**src/rtl/display_scanner_if.sv**
```systemverilog
// Display scanner bus: digit data, blanking and scan controls in; digit drive and frame status out.
interface display_scanner_if #(
    parameter int NUM_DIGITS = 4
);
    logic                          en;
    logic                          load;
    logic [4*NUM_DIGITS-1:0]       data_in;
    logic [NUM_DIGITS-1:0]         blank_mask;
    logic [3:0]                    digit_code;
    logic [NUM_DIGITS-1:0]         anode;
    logic [$clog2(NUM_DIGITS)-1:0] digit_idx;
    logic                          pending;
    logic                          frame_done;

    modport master (
        output en, load, data_in, blank_mask,
        input  digit_code, anode, digit_idx, pending, frame_done
    );

    modport slave (
        input  en, load, data_in, blank_mask,
        output digit_code, anode, digit_idx, pending, frame_done
    );
endinterface

```
**src/rtl/display_scanner.sv**
```systemverilog
// Multiplexed seven-segment scanner with frame-synchronous double-buffered digit data.
// digit_code/anode follow digit_idx with zero latency; no backpressure, load is accepted every cycle.
module display_scanner #(
    parameter int NUM_DIGITS  = 4,
    parameter int REFRESH_DIV = 1000
) (
    input  logic              clk,
    input  logic              rst,
    display_scanner_if.slave  bus
);
    localparam int IW = $clog2(NUM_DIGITS);
    localparam int PW = $clog2(REFRESH_DIV);

    logic [PW-1:0]           prescaler;
    logic [IW-1:0]           digit_idx;
    logic [4*NUM_DIGITS-1:0] shadow;
    logic [4*NUM_DIGITS-1:0] active;
    logic                    pending;
    logic                    frame_done;

    logic tick;
    logic boundary;
    logic blanked;

    assign tick     = bus.en && (prescaler == PW'(REFRESH_DIV - 1));
    assign boundary = tick && (digit_idx == IW'(NUM_DIGITS - 1));

    always_ff @(posedge clk) begin
        if (rst) begin
            prescaler  <= '0;
            digit_idx  <= '0;
            shadow     <= '0;
            active     <= '0;
            pending    <= 1'b0;
            frame_done <= 1'b0;
        end else begin
            frame_done <= boundary;

            if (bus.en) begin
                if (tick) begin
                    prescaler <= '0;
                    digit_idx <= boundary ? '0 : digit_idx + 1'b1;
                end else begin
                    prescaler <= prescaler + 1'b1;
                end
            end

            // active only ever changes on a frame boundary, so a frame never mixes old and new data
            if (bus.load && boundary) begin
                shadow  <= bus.data_in;
                active  <= bus.data_in;
                pending <= 1'b0;
            end else if (bus.load) begin
                shadow  <= bus.data_in;
                pending <= 1'b1;
            end else if (boundary && pending) begin
                active  <= shadow;
                pending <= 1'b0;
            end
        end
    end

    assign blanked = !bus.en || bus.blank_mask[digit_idx];

    // Nibbles pass through untouched; sign handling belongs to the segment decoder.
    assign bus.digit_code = blanked ? 4'b0000 : active[{digit_idx, 2'b00} +: 4];
    assign bus.anode      = blanked ? '0 : (NUM_DIGITS'(1) << digit_idx);
    assign bus.digit_idx  = digit_idx;
    assign bus.pending    = pending;
    assign bus.frame_done = frame_done;
endmodule

```
**src/flat_wrapper.sv**
```systemverilog
// flat-port wrapper written by rule: the top's interface ports become plain ports
module display_scanner_flat 
#(
    parameter int NUM_DIGITS  = 4,
    parameter int REFRESH_DIV = 1000
)
  (clk, rst, bus_en, bus_load, bus_data_in, bus_blank_mask, bus_digit_code, bus_anode, bus_digit_idx, bus_pending, bus_frame_done);
  display_scanner_if #(.NUM_DIGITS(NUM_DIGITS)) bus_i ();
  input  logic clk;
  input  logic rst;
  input wire logic [$bits(bus_i.en)-1:0] bus_en;
  input wire logic [$bits(bus_i.load)-1:0] bus_load;
  input wire logic [$bits(bus_i.data_in)-1:0] bus_data_in;
  input wire logic [$bits(bus_i.blank_mask)-1:0] bus_blank_mask;
  output wire logic [$bits(bus_i.digit_code)-1:0] bus_digit_code;
  output wire logic [$bits(bus_i.anode)-1:0] bus_anode;
  output wire logic [$bits(bus_i.digit_idx)-1:0] bus_digit_idx;
  output wire logic [$bits(bus_i.pending)-1:0] bus_pending;
  output wire logic [$bits(bus_i.frame_done)-1:0] bus_frame_done;
  assign bus_i.en = bus_en;
  assign bus_i.load = bus_load;
  assign bus_i.data_in = bus_data_in;
  assign bus_i.blank_mask = bus_blank_mask;
  assign bus_digit_code = bus_i.digit_code;
  assign bus_anode = bus_i.anode;
  assign bus_digit_idx = bus_i.digit_idx;
  assign bus_pending = bus_i.pending;
  assign bus_frame_done = bus_i.frame_done;
  display_scanner #(.NUM_DIGITS(NUM_DIGITS), .REFRESH_DIV(REFRESH_DIV)) u_core (.clk(clk), .rst(rst), .bus(bus_i));
endmodule
```
**config.mk**
```make
export PLATFORM = sky130hd
export DESIGN_NAME = display_scanner_flat
export DESIGN_NICKNAME = d
export VERILOG_FILES = /design/src/rtl/display_scanner_if.sv /design/src/rtl/display_scanner.sv /design/src/flat_wrapper.sv
export SDC_FILE = /design/constraint.sdc
export NUM_CORES = 1
export LEC_CHECK = 0
export CAP_MARGIN = 20
export CELL_PAD_IN_SITES_DETAIL_PLACEMENT = 0
export CELL_PAD_IN_SITES_GLOBAL_PLACEMENT = 2
export CORE_MARGIN = 4
export CORE_UTILIZATION = 33
export DETAILED_ROUTE_END_ITERATION = 6
export PLACE_DENSITY = 0.79
export SYNTH_ARGS = -nofsm -noshare
export SYNTH_HDL_FRONTEND = slang
export SYNTH_SLANG_ARGS = --single-unit
export TNS_END_PERCENT = 30
```
**constraint.sdc**
```tcl
create_clock -name clk -period 2.65 [get_ports clk]
set_input_delay 0.6625 -clock clk [delete_from_list [all_inputs] [get_ports clk]]
set_output_delay 0.6625 -clock clk [all_outputs]
set_load 0.02 [all_outputs]
```
==> metrics.md, run 1 <==
| Metric | Value |
|---|---|
| CTS clk-pin slew, worst paths | 0.10 ns |
| Final net count | 285 |
| Worst Setup Start Kind | input pin |
| Int Pwr | 0.0009726 W |
| Crit path capture type | output port |
| Yosys warnings | 0 |
| Final instance area | 2749 um2 |
| Layout area overhead | 24.83% |
| Hpwl dp | 3.454 mm |
| RSZ-0062 raised after global routing | no |
| Hold_buf cts | 0 |
| Max Cap Viol | 0 |
| Status | finished clean |
| Syn_nets | 245 |
| Clock skew | 0.01085 ns |
| Worst-Margin Slew | 0.4015 ns |
| Crit Path Max Fanout | 8 |
| Crit path required time | 1.99 ns |
| Initial antenna violation count | 0 |
| WS Path Type | in2out |
| Clock root cell | clkbuf_8 |
| Final setup viols | 0 |
| Total leakage power | 1.018 nW |
| H-tree depth | 2 |
| Post-DP Area | 2629 um2 |
| Syn Area/Cell | 10.19 um2 |
| Yosys top cell area share | 0.4182 |
| DRC viols | 0 |
| Clock tree buffer depth | 2 |
| Sw Ratio | 0.2633 |
| Drt initial violations | 68 |
| First-pass GRT wire length | 8.342 mm |
| Fraction of layout cells with a size suffix above 1 | 0.2257 |
| Final ANT Viol Nets | 0 |
| GRT overflow | 0 |
| Worst IR Drop VDD | 237.7 uV |
| Most common cell after layout, fill and taps aside | dfxtp_1 |
| Vias in the first global route | 1690 |
| Gate Count Post-Synth | 216 |
| Min cycle time layout | 2.551 ns |
| Vias per inst | 5.003 |
| Placed Instances | 326 |
| Yosys reg bits | 46 |
| Height of the die | 89.69 um |
| Die width | 89.69 um |
| Gr usage total | 0.1346 |
| Hold crit path type | reg2reg |
| Routed Wire Length | 4.898 mm |
| I/O Pins | 36 |
| Total power | 0.001320 W |
| CTS tree | done |
| Ant. Diodes | 0 |
| # rows | 29 |
| Leading area contributor after synthesis | dfxtp_1 |
| Tcrit/Tclk final | 0.9626 |
| Vias | 1671 |
| Depth of the worst register-to-register path | 7 |
| Most frequent cells in the layout | dfxtp_1 (46), nor2_1 (39), clkdlybuf4s50_1 (22), mux2i_1 (18), o22ai_1 (15) |
| Final hold vios | 0 |
| Router iterations before antenna repair | 4 |
| Most area-consuming cells after synthesis | dfxtp_1 (42%), mux2i_1 (8.2%), nor2_1 (6.6%) |
| FILL cells | 639 |
| Max frequency | 0.3920 GHz |
| Number of library cell types mapped by synthesis | 34 |
| Combinational power share | 0.100 |
| CTS Sinks | 46 |
| Port Buf Inserts | 35 |
| Power Dens Cells | 480.3 nW/um2 |
| Sequential area share after synthesis | 0.4182 |
| Slew HR | 0.7324 |
| Critical Path AT | 1.89 ns |
| Clk pwr share | 0.356 |
| Num CTS Buffers | 5 |
| Count of final max-slew check failures | 0 |
| Worst hold stages | 2 |
| Post-Syn Area | 2202 um2 |
| Net switching power | 0.0003477 W |
| WL/cell | 14.66 um |
| Starting Density | 0.3429 |
| Largest net degree at the start of global routing | 22 |
| Final non-filler cell total | 334 |
| Reg power frac | 0.544 |
| Die area | 8044 um2 |
| GPL Wtd Cong | 0.7176 |
| CORE AREA | 6422 um2 |
| Worst skew pair latency | 0.31 ns |
-- final timing paths --
check | startpoint | endpoint | slack, ns
max | bus_blank_mask[3] | bus_anode[3] | 0.1
min | u_core.shadow[15] | u_core.shadow[15] | 0.49
max reg2reg | u_core.bus.digit_idx[0] | u_core.active[1] | 0.88
min reg2reg | u_core.shadow[15] | u_core.shadow[15] | 0.49
-- power groups by stage --
stage          Combinational, W  Clock, W  Sequential, W
6_report               0.000132  0.000470       0.000719
3_3_place_gp           0.000134         0       0.000734
3_5_place_dp           0.000134         0       0.000734
5_1_grt                0.000148  0.000507       0.000721
2_1_floorplan         0.0000759         0       0.000734
4_1_cts                0.000134  0.000484       0.000718
-- synthesized netlist by cell type --
| cell | instances |
|---|---|
| xnor2_1 | 4 |
| nand3b_1 | 2 |
| dfxtp_1 | 46 |
| nand3_1 | 3 |
| inv_1 | 2 |
| nand2_1 | 5 |
| nor3_1 | 10 |
| o22ai_1 | 15 |
| buf_2 | 3 |
| or3b_2 | 1 |
| nand4_4 | 1 |
| mux4_2 | 5 |
| nor2_1 | 39 |
| a21oi_1 | 2 |
| clkbuf_1 | 5 |
| clkbuf_8 | 1 |
| mux2i_1 | 18 |
| xor2_1 | 4 |
| o21ai_0 | 1 |
| ha_1 | 5 |
| buf_4 | 2 |
| a211oi_2 | 9 |
| dlymetal6s2s_1 | 1 |
| nor4_4 | 3 |
| nor2b_1 | 1 |
| nor4_1 | 1 |
| buf_6 | 4 |
| nand4_1 | 3 |
| and3_1 | 1 |
| nand2b_1 | 2 |
| nand4bb_1 | 1 |
| clkinv_1 | 1 |
| a211oi_1 | 7 |
| and2_1 | 8 |
-- per-stage QoR --
step	setup TNS, ns	util	hold WS, ns	setup WS (ns)
floorplan	0	-	0.4509	0.2406
global placement	-4.076	0.4093	0.4650	-0.5123
detailed placement	-4.279	0.4093	0.4789	-0.5431
CTS	0	0.4280	0.5046	0.08817
global route	0	0.4280	0.5297	0.006241
finish	0	0.4280	0.4942	0.09919
-- cells by family (layout without fill, tap and decap cells) --
logic type      count (synthesis)  in the layout  synth area share
compound gates                 34             34            0.1244
xor+xnor                        8              8           0.03181
fa+ha+maj                       5              5           0.02841
buf+inv                        19             60           0.05965
flops                          46             46            0.4182
mux                            23             23            0.1330
simple gates                   81             81            0.2045
-- worst max-delay path, cell delays in order --
cell,delay (ns)
dlygate4sd2_1,0.22
mux4_2,0.46
nor2b_1,0.12
buf_4,0.16
and2_4,0.15
buf_6,0.11
-- layout make-up --
| class | count | area [um2] | share of cell area |
|---|---|---|---|
| clock buffer | 5 | 68.82 | 0.02503 |
| clock inverter | 3 | 26.28 | 0.009558 |
| inverter | 3 | 11.26 | 0.004096 |
| multi-input combinational | 151 | 1170 | 0.4256 |
| sequential | 46 | 920.9 | 0.3350 |
| tap | 77 | 96.34 | 0.03505 |
| timing repair buffer | 49 | 455.4 | 0.1657 |
-- per-layer routing --
| metal | GRT usage | share of wire |
|---|---|---|
| met1 | 0.1860 | 0.52 |
| met2 | 0.2094 | 0.43 |
| met3 | 0.02737 | 0.041 |
| met4 | 0.04465 | 0.014 |
| met5 | 0 | 0 |
-- registers in the layout, summed over array words and instances, names as in the netlist --
name	count
u_core.active	16
u_core.bus.digit_idx	2
u_core.bus.frame_done	1
u_core.bus.pending	1
u_core.prescaler	10
u_core.shadow	16
-- what timing repair did --
item,CTS,global route
setup endpoints to repair,8,0
setup buffers,0,0
resized for setup,60,0
(Power assumes the default switching activity.)
==> run 2: changes to the inputs <==
- ABC_CLOCK_PERIOD_IN_PS: unset -> 2650
==> results of run 2 <==
No change in the layout: final DEF, timing and power equal those of run 1.
==> run 3: changes to the inputs <==
- CORE_MARGIN: 4 -> unset
- CTS_CLUSTER_DIAMETER: unset -> 80
- SKIP_LAST_GASP: unset -> 1
==> run 3 against run 2 <==
Compared with the run above: flip-flop and latch count did not move; clock skew down 0.0019 ns; critical path type unchanged; hold slack better by 0.0054 ns; wire length decreased by 4.5%; critical path depth unchanged; combinational power about the same; utilization increased by 0.13 points; global-route usage increased by 0.84 points; largest power group unchanged; via count is 1.5% lower.
==> metrics.md, run 3 (synthesized netlist as in run 1, its figures left out) <==
| Metric | Value |
|---|---|
| Status | finished clean |
| H-tree depth | 2 (unchanged) |
| Total leakage power | 1.003 nW (-1.5%) |
| Layout area overhead | 24.49% |
| Clock tree buffer depth | 2 (unchanged) |
| Router iterations before antenna repair | 4 (unchanged) |
| Final hold vios | 0 (unchanged) |
| CTS resizes | 56 (-6.7%) |
| Power Dens Cells | 498.0 nW/um2 (+3.7%) |
| Hpwl dp | 3.330 mm (-3.6%) |
| Worst Setup Start Kind | input pin |
| CTS tree | done |
| Post-CTS Setup Inserts | 0 (unchanged) |
| Sw Ratio | 0.2260 (-0.03731) |
| Final net count | 282 (-1.1%) |
| WS Path Type | in2out |
| Slew HR | 0.6295 (-0.1029) |
| CTS clk-pin slew, worst paths | 0.09 ns (about the same) |
| Reg power frac | 0.526 (-0.018) |
| Final non-filler cell total | 331 (-0.90%) |
| Ant. Diodes | 0 (unchanged) |
| Final setup viols | 0 (unchanged) |
| Initial antenna violation count | 0 (unchanged) |
| FILL cells | 629 (-1.6%) |
| Gr usage total | 0.1430 (+0.008394) |
| # rows | 29 (unchanged) |
| Placed Instances | 323 (-0.92%) |
| Final WS setup | 0.07679 ns (-0.02240 ns) |
| Die area | 7004 um2 (-13%) |
| Most common cell after layout, fill and taps aside | dfxtp_1 |
| Most frequent cells in the layout | dfxtp_1 (46), nor2_1 (39), clkdlybuf4s50_1 (22), mux2i_1 (18), o22ai_1 (15) |
| I/O Pins | 36 (unchanged) |
| Crit Path Max Fanout | 8 (unchanged) |
| Max Cap Viol | 0 (unchanged) |
| First-pass GRT wire length | 8.114 mm (-2.7%) |
| Area of the multi-input gates | 1165 um2 (-0.43%) |
| RSZ-0062 raised after global routing | no |
| Routed Wire Length | 4.677 mm (-4.5%) |
| Vias in the first global route | 1611 (-4.7%) |
| Setup WS pre-CTS | -0.5838 ns (-0.04074 ns) |
| Post-DP Area | 2619 um2 (-0.38%) |
| Count of final max-slew check failures | 0 (unchanged) |
| CORE AREA | 6386 um2 (-0.57%) |
| Crit path capture type | output port |
| GRT overflow | 0 (unchanged) |
| Vias per inst | 4.973 (-0.60%) |
| GPL Wtd Cong | 0.7089 (-1.2%) |
| Hold crit path type | reg2reg |
| Combinational power share | 0.096 (-0.004) |
| Largest net degree at the start of global routing | 18 (-18%) |
| Hold_buf cts | 0 (unchanged) |
| Tcrit/Tclk final | 0.9710 (+0.008454) |
| Final ANT Viol Nets | 0 (unchanged) |
| Port Buf Inserts | 35 (unchanged) |
| Fraction of layout cells with a size suffix above 1 | 0.2047 (-0.02096) |
| DRC viols | 0 (unchanged) |
| Regs by FF count | u_core.active: 16 flops, u_core.shadow: 16 flops, u_core.prescaler: 10 flops |
| Clock skew | 0.008899 ns (-0.001947 ns) |
| CTS Sinks | 46 (unchanged) |
| Drt initial violations | 88 (+29%) |
| Net switching power | 0.0003085 W (-11%) |
| Register area | 920.9 um2 (unchanged) |
| Worst IR Drop VDD | 260.0 uV (+9.4%) |
| Min cycle time layout | 2.573 ns (+0.02240 ns) |
| Starting Density | 0.3448 (+0.001948) |
| Max frequency | 0.3886 GHz (-0.87%) |
| Worst-Margin Slew | 0.5545 ns (+0.1530 ns) |
| Height of the die | 83.69 um (-6.7%) |
| Crit path required time | 1.99 ns (about the same) |
| Setup total negative slack | 0 ns (unchanged) |
| Critical Path AT | 1.91 ns (+0.02 ns) |
| Clk pwr share | 0.378 (+0.022) |
| Vias | 1646 (-1.5%) |
| WL/cell | 14.13 um (-3.6%) |
| Int Pwr | 0.001057 W (+8.6%) |
| Final instance area | 2741 um2 (-0.27%) |
| Die width | 83.69 um (-6.7%) |
| Num CTS Buffers | 5 (unchanged) |
| Clock root cell | clkbuf_8 |
| Worst skew pair latency | 0.29 ns (-0.02 ns) |
## run 3: cell count changes in the layout (fill, tap and decap cells not counted)
cell	before	now
clkbuf_1	0	1
and2_4	8	6
bufinv_16	0	1
buf_6	8	6
and2_1	0	2
buf_12	0	1
inv_6	3	0
buf_4	14	12
clkinvlp_4	0	1
## run 3: critical path, cell delays in order
cell and delay (ns):
dlygate4sd2_1 0.23, mux4_2 0.46, nor2b_1 0.12, buf_4 0.17
and2_1 0.13, buf_4 0.13
## run 3: power by group through the flow
stage	Sequential, W	Combinational, W	Clock, W
detailed placement	0.000735	0.000132	0
global route	0.000721	0.000143	0.000567
finish	0.000718	0.000131	0.000516
floorplan	0.000734	0.0000759	0
global placement	0.000734	0.000132	0
CTS	0.000718	0.000132	0.000542
## run 3: routing by layer
metal	global-route usage	vias up	share of wire
li1	-	851	-
met1	0.2040	757	0.52
met2	0.2173	34	0.44
met3	0.02374	4	0.035
met4	0.05085	0	0.010
met5	0	-	0
## run 3: area by class of cell
| type | instances | share of cell area |
|---|---|---|
| multi-input combinational | 151 | 0.4249 |
| sequential | 46 | 0.3359 |
| timing repair buffer | 46 | 0.1597 |
| tap | 77 | 0.03514 |
| clock buffer | 6 | 0.02647 |
| clock inverter | 2 | 0.01369 |
| inverter | 3 | 0.004108 |
## run 3: worst paths after layout
check                           cells after the start                 to  slack, ns                    start
worst max-delay path                                6  bus_digit_code[1]       0.08        bus_blank_mask[3]
worst min-delay path                                2   u_core.shadow[5]       0.50         u_core.shadow[5]
worst max register to register                      7   u_core.active[1]       0.88  u_core.bus.digit_idx[0]
worst min register to register                      2   u_core.shadow[5]       0.50         u_core.shadow[5]
## run 3: stage by stage
stage / hold WS [ns] / utilization / total power [W]
2_1_floorplan: 0.4509 / - / 0.0008095
3_3_place_gp: 0.4631 / 0.4101 / 0.0008659
3_5_place_dp: 0.4821 / 0.4101 / 0.0008667
4_1_cts: 0.5041 / 0.4293 / 0.001392
5_1_grt: 0.5302 / 0.4293 / 0.001431
6_report: 0.4997 / 0.4293 / 0.001365
